File: src/rtl/tone_pkg.sv
// Shared constants and types for the tone divider bank.
// Defaults here size the bank when the parent sets no parameters.
package tone_pkg;

  localparam int TONE_NUM_CH = 4;
  localparam int TONE_CNT_W  = 32;

  typedef logic [TONE_CNT_W-1:0] div_t;

  // Channel-select width: clog2 of the channel count, never below 1.
  function automatic int tone_ch_w(input int n);
    return (n > 1) ? $clog2(n) : 1;
  endfunction

endpackage

File: src/rtl/tone_divider_channel.sv
// One divider channel: shadow/active divide, counter and output toggle.
// A half-period lasts active+1 cycles; shadow is applied on each boundary.
module tone_divider_channel
  import tone_pkg::*;
#(
  parameter int CNT_W = TONE_CNT_W
) (
  input  logic             clk,
  input  logic             rst,
  input  logic             en,
  input  logic             wr,
  input  logic [CNT_W-1:0] wr_div,
  output logic             clk_out,
  output logic             tick,
  output logic             pend
);

  logic [CNT_W-1:0] shadow;
  logic [CNT_W-1:0] active;
  logic [CNT_W-1:0] cnt;
  logic             hit;

  // Boundary: counter has reached the active divide value.
  assign hit = (cnt >= active);

  // Divide registers: writes land in shadow; boundaries promote shadow.
  always_ff @(posedge clk) begin
    if (rst) begin
      shadow <= '0;
      active <= '0;
      pend   <= 1'b0;
    end else if (!en) begin
      if (wr) begin
        shadow <= wr_div;
        active <= wr_div;
        pend   <= 1'b0;
      end
    end else begin
      if (hit) begin
        active <= shadow;
        pend   <= 1'b0;
      end
      if (wr) begin
        shadow <= wr_div;
        pend   <= 1'b1;
      end
    end
  end

  // Counter and toggle; a disabled channel idles low at count zero.
  always_ff @(posedge clk) begin
    if (rst || !en) begin
      cnt     <= '0;
      clk_out <= 1'b0;
      tick    <= 1'b0;
    end else if (hit) begin
      cnt     <= '0;
      clk_out <= ~clk_out;
      tick    <= 1'b1;
    end else begin
      cnt     <= cnt + 1'b1;
      tick    <= 1'b0;
    end
  end

endmodule

File: src/rtl/tone_divider_bank.sv
// Bank of independent tone dividers sharing one write port.
// The top only decodes the write strobe onto the addressed channel.
module tone_divider_bank
  import tone_pkg::*;
#(
  parameter int NUM_CH = TONE_NUM_CH,
  parameter int CNT_W  = TONE_CNT_W,
  parameter int CH_W   = tone_ch_w(NUM_CH)
) (
  input  logic              clk,
  input  logic              rst,
  input  logic              wr_en,
  input  logic [CH_W-1:0]   wr_ch,
  input  logic [CNT_W-1:0]  wr_div,
  input  logic [NUM_CH-1:0] ch_en,
  output logic [NUM_CH-1:0] clk_out,
  output logic [NUM_CH-1:0] tick,
  output logic [NUM_CH-1:0] pend
);

  logic [NUM_CH-1:0] ch_wr;

  // Out-of-range selects match no channel and are dropped.
  for (genvar i = 0; i < NUM_CH; i++) begin : g_ch
    assign ch_wr[i] = wr_en && (wr_ch == CH_W'(i));

    tone_divider_channel #(
      .CNT_W (CNT_W)
    ) u_ch (
      .clk     (clk),
      .rst     (rst),
      .en      (ch_en[i]),
      .wr      (ch_wr[i]),
      .wr_div  (wr_div),
      .clk_out (clk_out[i]),
      .tick    (tick[i]),
      .pend    (pend[i])
    );
  end

endmodule

File: config.mk
export PLATFORM = sky130hd
export DESIGN_NAME = tone_divider_bank
export DESIGN_NICKNAME = d
export VERILOG_FILES = /design/src/rtl/tone_pkg.sv /design/src/rtl/tone_divider_channel.sv /design/src/rtl/tone_divider_bank.sv
export SDC_FILE = /design/constraint.sdc
export NUM_CORES = 1
export LEC_CHECK = 0
export ABC_CLOCK_PERIOD_IN_PS = 6450
export BUFFER_PORTS_ARGS = -buffer_cell sky130_fd_sc_hd__buf_2
export CAP_MARGIN = 5
export CORE_MARGIN = 2
export CORE_UTILIZATION = 30
export CTS_BUF_LIST = sky130_fd_sc_hd__clkbuf_4 sky130_fd_sc_hd__clkbuf_8
export DETAILED_ROUTE_END_ITERATION = 10
export SLEW_MARGIN = 20
export SYNTH_ARGS = -nofsm -noshare
export SYNTH_HDL_FRONTEND = slang
export SYNTH_SLANG_ARGS = --single-unit
File: constraint.sdc
create_clock -name clk -period 6.45 [get_ports clk]
set_input_delay 0.645 -clock clk [delete_from_list [all_inputs] [get_ports clk]]
set_output_delay 0.645 -clock clk [all_outputs]
set_load 0.01 [all_outputs]
==> impl_results.md, run 1 <==
- Startpoint of the most critical register-to-register path: g_ch[0].u_ch.active[15]
- Cell variety after synth: 47
- Hold buffers post-CTS: 0
- Number of placed I/O pins: 53
- Type of element launching the critical path: register
- Die height: 257.3 um
- Pin count of the biggest net entering global routing: 117
- Commonest cells after routing, fill and taps aside: 396 x dfxtp_1, 360 x nand2_1, 338 x nor2_1
- Min-Delay Endpoint: g_ch[0].u_ch.clk_out
- Routability congestion estimate from global placement: 0.7777
- Detailed-route wire length: 50.20 mm
- Initial standard-cell utilization of the core: 0.3045
- Post-Synthesis Mean Instance Area: 7.932 um^2
- Remaining Overflow, GRT: 0
- Cell Area, Synth: 19240 um^2
- Run status: finished clean
- Final worst path period share: 0.4931
- Final HPWL from detailed placement: 31.61 mm
- Die Area: 66190 um^2
- Total global routing track utilization: 0.1509
- CTS tree: yes
- Largest vdd supply drop: 0.0002089 V
- Number of nets produced by synthesis: 2599
- Ratio of total power to cell area: 287.2 nW/um^2
- Async set-reset flop share out of synthesis: 0
- Post-route minimum period: 3181 ps
- Final Power: 6.214 mW
- Clock transition at the registers of the reported paths: 60 ps
- Layout net count: 2573
- FF-to-FF path depth: 9
- Per-cell routed wire length: 15.21 um
- Detailed-route via count: 15.90k
- Number of resized instances in the post-cts repair step: 0
- Hold path startpoint: ch_en[0]
- Via density per instance: 4.818
- Max Cap Violations: 0
- Static power due to leakage: 7.987 nW
- Placement row count: 92
- Final-layout worst hold slack: 386.7 ps
- Setup TNS: 0 ps
- Reg-to-reg slack, setup: 3270 ps
- Number of stages on the worst hold path: 3
- Remaining antenna violation count after routing: 0
- Unrepaired setup endpoints after global routing: false
- Sinks on the clock net: 396
- Detailed-router iteration count before antenna repair: 5
- Detailed Route Iter0 Violations: 1054
- Highest achievable clock rate: 0.3144 GHz
- Global-route wire length before repair: 81.32 mm
- Num CTS Buffers: 70
- YS warnings: 0
- Class of the tightest hold or removal check: in2reg
- Crit Path Category: reg2reg
- Max FO, Critical Path: 32
- Number of instances in the synthesized netlist: 2426
- Clock Tree Root: clkbuf_8
- Number of flops mapped to enable cells by yosys: 0
- Critical path data required time: 7010 ps
- Number of pins with negative max-slew slack in the final report: 0
- Level count of the clock H-tree: 3
- Reg2reg end: g_ch[0].u_ch.active[1]
- Ratio of cells with drive above 1 in the final layout: 0.08928
- DRC violation count after routing: 0
- Most common cell after layout, fill and taps aside: dfxtp_1
- Number of I/O port buffers: 52
- Setup fix buffers added after clock tree synthesis: 0
- CTS Buffer Depth: 3
- Part of the Yosys area used for sequential elements: 0.4120
- Critical Path Sink Type: register
- Horizontal die dimension: 257.3 um
- Setup violation total in the final timing report: 0
- Antenna violations before repair: 2
- Max_slew headroom: 0.3689
- Vias in the first global route: 14.96k
- Area growth syn-to-layout: 12.43%
- Measured slew at the worst slew-check pin: 944.6 ps
- Placeable core region: 63200 um^2
- Final clock skew: 20.55 ps
- Final design area excluding fillers: 21640 um^2
- Latest clock arrival within the worst-skew pair: 630 ps
- Final Hold Fails: 0
- WP data arrival: 3740 ps
- Most used flip-flop cell after synthesis: dfxtp_1
- #FFs+latches synth: 396
- # fillers: 6621
- Cell area after placement: 20050 um^2
[how the worst max path moves through the flow]
stage / from / endpoint / slack [ps] / cells after the start
CTS: g_ch[0].u_ch.active[15] / g_ch[0].u_ch.active[1] / 3290 / 9
finish: g_ch[0].u_ch.active[15] / g_ch[0].u_ch.active[1] / 3270 / 9
floorplan: g_ch[0].u_ch.active[15] / g_ch[0].u_ch.active[10] / 3990 / 10
global route: g_ch[0].u_ch.active[15] / g_ch[0].u_ch.active[1] / 3090 / 9
global placement: g_ch[0].u_ch.active[15] / g_ch[0].u_ch.active[29] / 3320 / 9
detailed placement: g_ch[0].u_ch.active[15] / g_ch[0].u_ch.active[16] / 3300 / 9
[per-stage QoR]
stage	utilization	instances	setup slack [ps]
6_report	0.3424	3300	3269
5_1_grt	0.3424	3300	3086
4_1_cts	0.3423	3299	3289
3_5_place_dp	0.3173	3174	3300
3_3_place_gp	0.3172	3174	3316
2_1_floorplan	-	2426	3995
[flip-flops by register name, summed over array words and instances, names as in the netlist]
signal and cells:
g_ch.u_ch.active 128, g_ch.u_ch.cnt 128, g_ch.u_ch.clk_out 4, g_ch.u_ch.tick 4
g_ch.u_ch.pend 4, g_ch.u_ch.shadow 128
[critical path, stage by stage (launching register included)]
cell and delay [ps]:
dfxtp_1 330, inv_1 50, ha_1 310, nand4_1 140, or3_1 440, or4_1 400
a31oi_1 220, nor3_2 130, a21oi_4 770, o221a_1 320
[synth_stat cells (all sizes together), types with 10 or more instances]
| master | count | area [um^2] |
|---|---|---|
| a2111oi | 97 | 849.6 |
| a21oi | 192 | 972.2 |
| and3 | 22 | 137.6 |
| and4 | 14 | 122.6 |
| buf | 31 | 183.9 |
| clkbuf | 145 | 584.3 |
| dfxtp | 396 | 7928 |
| ha | 132 | 1652 |
| inv | 241 | 904.6 |
| nand2 | 361 | 1355 |
| nand2b | 10 | 70.06 |
| nand3 | 47 | 235.2 |
| nand4 | 46 | 287.8 |
| nor2 | 343 | 1287 |
| nor3 | 15 | 80.08 |
| nor4 | 97 | 606.8 |
| o21ai | 27 | 135.1 |
| o221a | 32 | 360.4 |
| xnor2 | 29 | 254.0 |
| xor2 | 90 | 788.3 |
[power breakdown]
group	internal, mW	total, mW	switching [mW]
clock network	1.55	2.61	1.06
logic	0.329	0.880	0.552
registers	2.61	2.72	0.110
total	4.49	6.21	1.72
[routing by layer]
layer,part of all wire,track usage
met1,0.48,0.2132
met2,0.43,0.2323
met3,0.062,0.02945
met4,0.019,0.04264
met5,0,0
[cell type report]
class                   instances  area (um^2)  share of cell area
flip-flops and latches        396         7928              0.3664
diodes                          1        2.502           0.0001157
repair buffers                 78        476.7             0.02203
clock buffers                 114         1419             0.06558
well taps                     846         1059             0.04892
multi-input cells            1613         9682              0.4475
clock inverters                11        165.2            0.007634
inverters                     241        904.6             0.04181
[cells by family (layout without fill, tap and decap cells)]
logic type / after synthesis / after routing / synth area share
flops: 396 / 396 / 0.4120
fa+ha+maj: 132 / 132 / 0.08583
other cells: 0 / 1 / 0
simple gates: 986 / 986 / 0.2282
compound gates: 376 / 376 / 0.1330
xor+xnor: 119 / 119 / 0.05416
buf+inv: 417 / 444 / 0.08693
(Power assumes the default switching activity.)
==> run 2: changes to the inputs <==
ABC_CLOCK_PERIOD_IN_PS = 2900   (was 6450)
clock period = 2.9 ns   (was 6.45 ns; I/O delays follow)
==> impl_results.md, run 2 (synthesized netlist as in run 1, its figures left out) <==
- Level count of the clock H-tree: 3 (unchanged)
- Antenna violations before repair: 4 (+2)
- Number of placed I/O pins: 53 (unchanged)
- Clock Tree Root: clkbuf_8
- Per-cell routed wire length: 15.33 um (+0.77%)
- Setup violation total in the final timing report: 0 (unchanged)
- Final clock skew: 18.43 ps (-2.115 ps)
- Ratio of total power to cell area: 617.5 nW/um^2 (+120%)
- Max Cap Violations: 0 (unchanged)
- Final design area excluding fillers: 21910 um^2 (+1.3%)
- Static power due to leakage: 8.134 nW (+1.8%)
- Final HPWL from detailed placement: 33.17 mm (+4.9%)
- Detailed-route wire length: 51.06 mm (+1.7%)
- Via density per instance: 4.792 (-0.55%)
- Number of I/O port buffers: 52 (unchanged)
- Final Power: 13.53 mW (+120%)
- GR Util met1: 0.2139 (+0.0006696)
- Area growth syn-to-layout: 13.86%
- CTS Buffer Depth: 3 (unchanged)
- Layout net count: 2607 (+1.3%)
- Post-route minimum period: 2747 ps (-433.6 ps)
- Die Area: 66190 um^2 (unchanged)
- Registers with the most flip-flops: g_ch.u_ch.active (128), g_ch.u_ch.cnt (128), g_ch.u_ch.shadow (128)
- Detailed-route via count: 15.96k (+0.38%)
- Most common cell after layout, fill and taps aside: dfxtp_1
- Placement row count: 92 (unchanged)
- WP data arrival: 3300 ps (-440 ps)
- Type of element launching the critical path: register
- Highest achievable clock rate: 0.3640 GHz (+16%)
- Class of the tightest hold or removal check: in2reg
- Commonest cells after routing, fill and taps aside: 396 x dfxtp_1, 361 x nand2_1, 338 x nor2_1
- Global-route wire length before repair: 82.19 mm (+1.1%)
- Measured slew at the worst slew-check pin: 779.1 ps (-165.5 ps)
- Final Hold Fails: 0 (unchanged)
- Total global routing track utilization: 0.1525 (+0.001582)
- Largest vdd supply drop: 0.0003500 V (+68%)
- Critical path data required time: 3460 ps (-3550 ps)
- Final worst setup slack: 153.0 ps (-3116 ps)
- Placeable core region: 63200 um^2 (unchanged)
- Die height: 257.3 um (unchanged)
- Critical Path Sink Type: register
- Remaining Overflow, GRT: 0 (unchanged)
- Max_slew headroom: 0.4806 (+0.1118)
- Remaining antenna violation count after routing: 0 (unchanged)
- Number of pins with negative max-slew slack in the final report: 0 (unchanged)
- GR met2 Demand/Resource: 0.2344 (+0.002171)
- Detailed Route Iter0 Violations: 927 (-12%)
- Run status: finished clean
- CTS tree: yes
- Pre-CTS setup slack: 160.5 ps (-3140 ps)
- GR Layer Usage met3: 0.02876 (-0.0006895)
- Ratio of cells with drive above 1 in the final layout: 0.09952 (+0.01024)
- Detailed-router iteration count before antenna repair: 5 (unchanged)
- Num CTS Buffers: 71 (+1.4%)
- Initial standard-cell utilization of the core: 0.3045 (unchanged)
- Vias in the first global route: 15.17k (+1.4%)
- Final standard cell utilization of the core: 0.3467 (+0.004336)
- Pin count of the biggest net entering global routing: 77 (-34%)
- Final std cells w/o fill: 3331 (+0.94%)
- Crit Path Category: reg2reg
- Clock transition at the registers of the reported paths: 60 ps (about the same)
- Final worst path period share: 0.9472 (+0.4541)
- Most used routing layer in global routing: met2
- Horizontal die dimension: 257.3 um (unchanged)
- DRC violation count after routing: 0 (unchanged)
- Max FO, Critical Path: 8 (-75%)
- Cell area after placement: 20340 um^2 (+1.4%)
- Latest clock arrival within the worst-skew pair: 630 ps (about the same)
- Cells after DPL: 3202 (+0.88%)
- Sinks on the clock net: 396 (unchanged)
- Routability congestion estimate from global placement: 0.7963 (+2.4%)
run 2: worst paths after layout:
| check | start | endpoint | slack, ps | cells after the start |
|---|---|---|---|---|
| worst min-delay path | wr_div[3] | g_ch[1].u_ch.shadow[3] | 40 | 3 |
| worst min register to register | g_ch[3].u_ch.cnt[0] | g_ch[3].u_ch.cnt[0] | 450 | 1 |
| worst max register to register | g_ch[0].u_ch.active[14] | g_ch[0].u_ch.active[14] | 150 | 12 |
| worst max-delay path | g_ch[0].u_ch.active[14] | g_ch[0].u_ch.active[14] | 150 | 12 |
run 2: area by class of cell:
cell class	count	area (um^2)
diodes	3	7.507
clock buffers	113	1393
clock inverters	8	75.07
fillers	6626	41290
inverters	241	904.6
multi-input cells	1613	9678
flip-flops and latches	396	7928
well taps	846	1059
repair buffers	111	865.8
run 2: critical path, cell delays in order, from the launching register on:
cell and delay (ps):
dfxtp_1 340, inv_1 50, ha_1 290, nand4_1 120, or3_1 380, or4_1 440, a31oi_2 190, nor3_2 120
buf_12 140, a21oi_4 140, buf_12 140, clkbuf_16 150, o221a_1 180
run 2: metal layers:
metal	part of all wire	wire, um
met1	0.50	25350
met3	0.048	2471
met4	0.023	1180
met2	0.43	22030
met5	0.00049	25
run 2: where the power goes:
part	switching [mW]	internal, mW	total (mW)
clock	2.33	3.11	5.45
sequential	0.226	5.82	6.04
combinational	1.25	0.786	2.04
run 2: what timing repair did:
item | 4_1_cts | 5_1_grt
buffers inserted | 0 | 1
resized for setup | 0 | 1
hold buffers | 1 | 0
setup endpoints to repair | 0 | 32
endpoints found under the hold margin | 2 | 0
run 2: metrics by stage:
stage	hold WS (ps)	setup TNS, ps
floorplan	425.8	0
detailed placement	446.3	0
finish	41.03	0
global placement	439.4	0
global route	30.04	-11.74
CTS	8.286	0
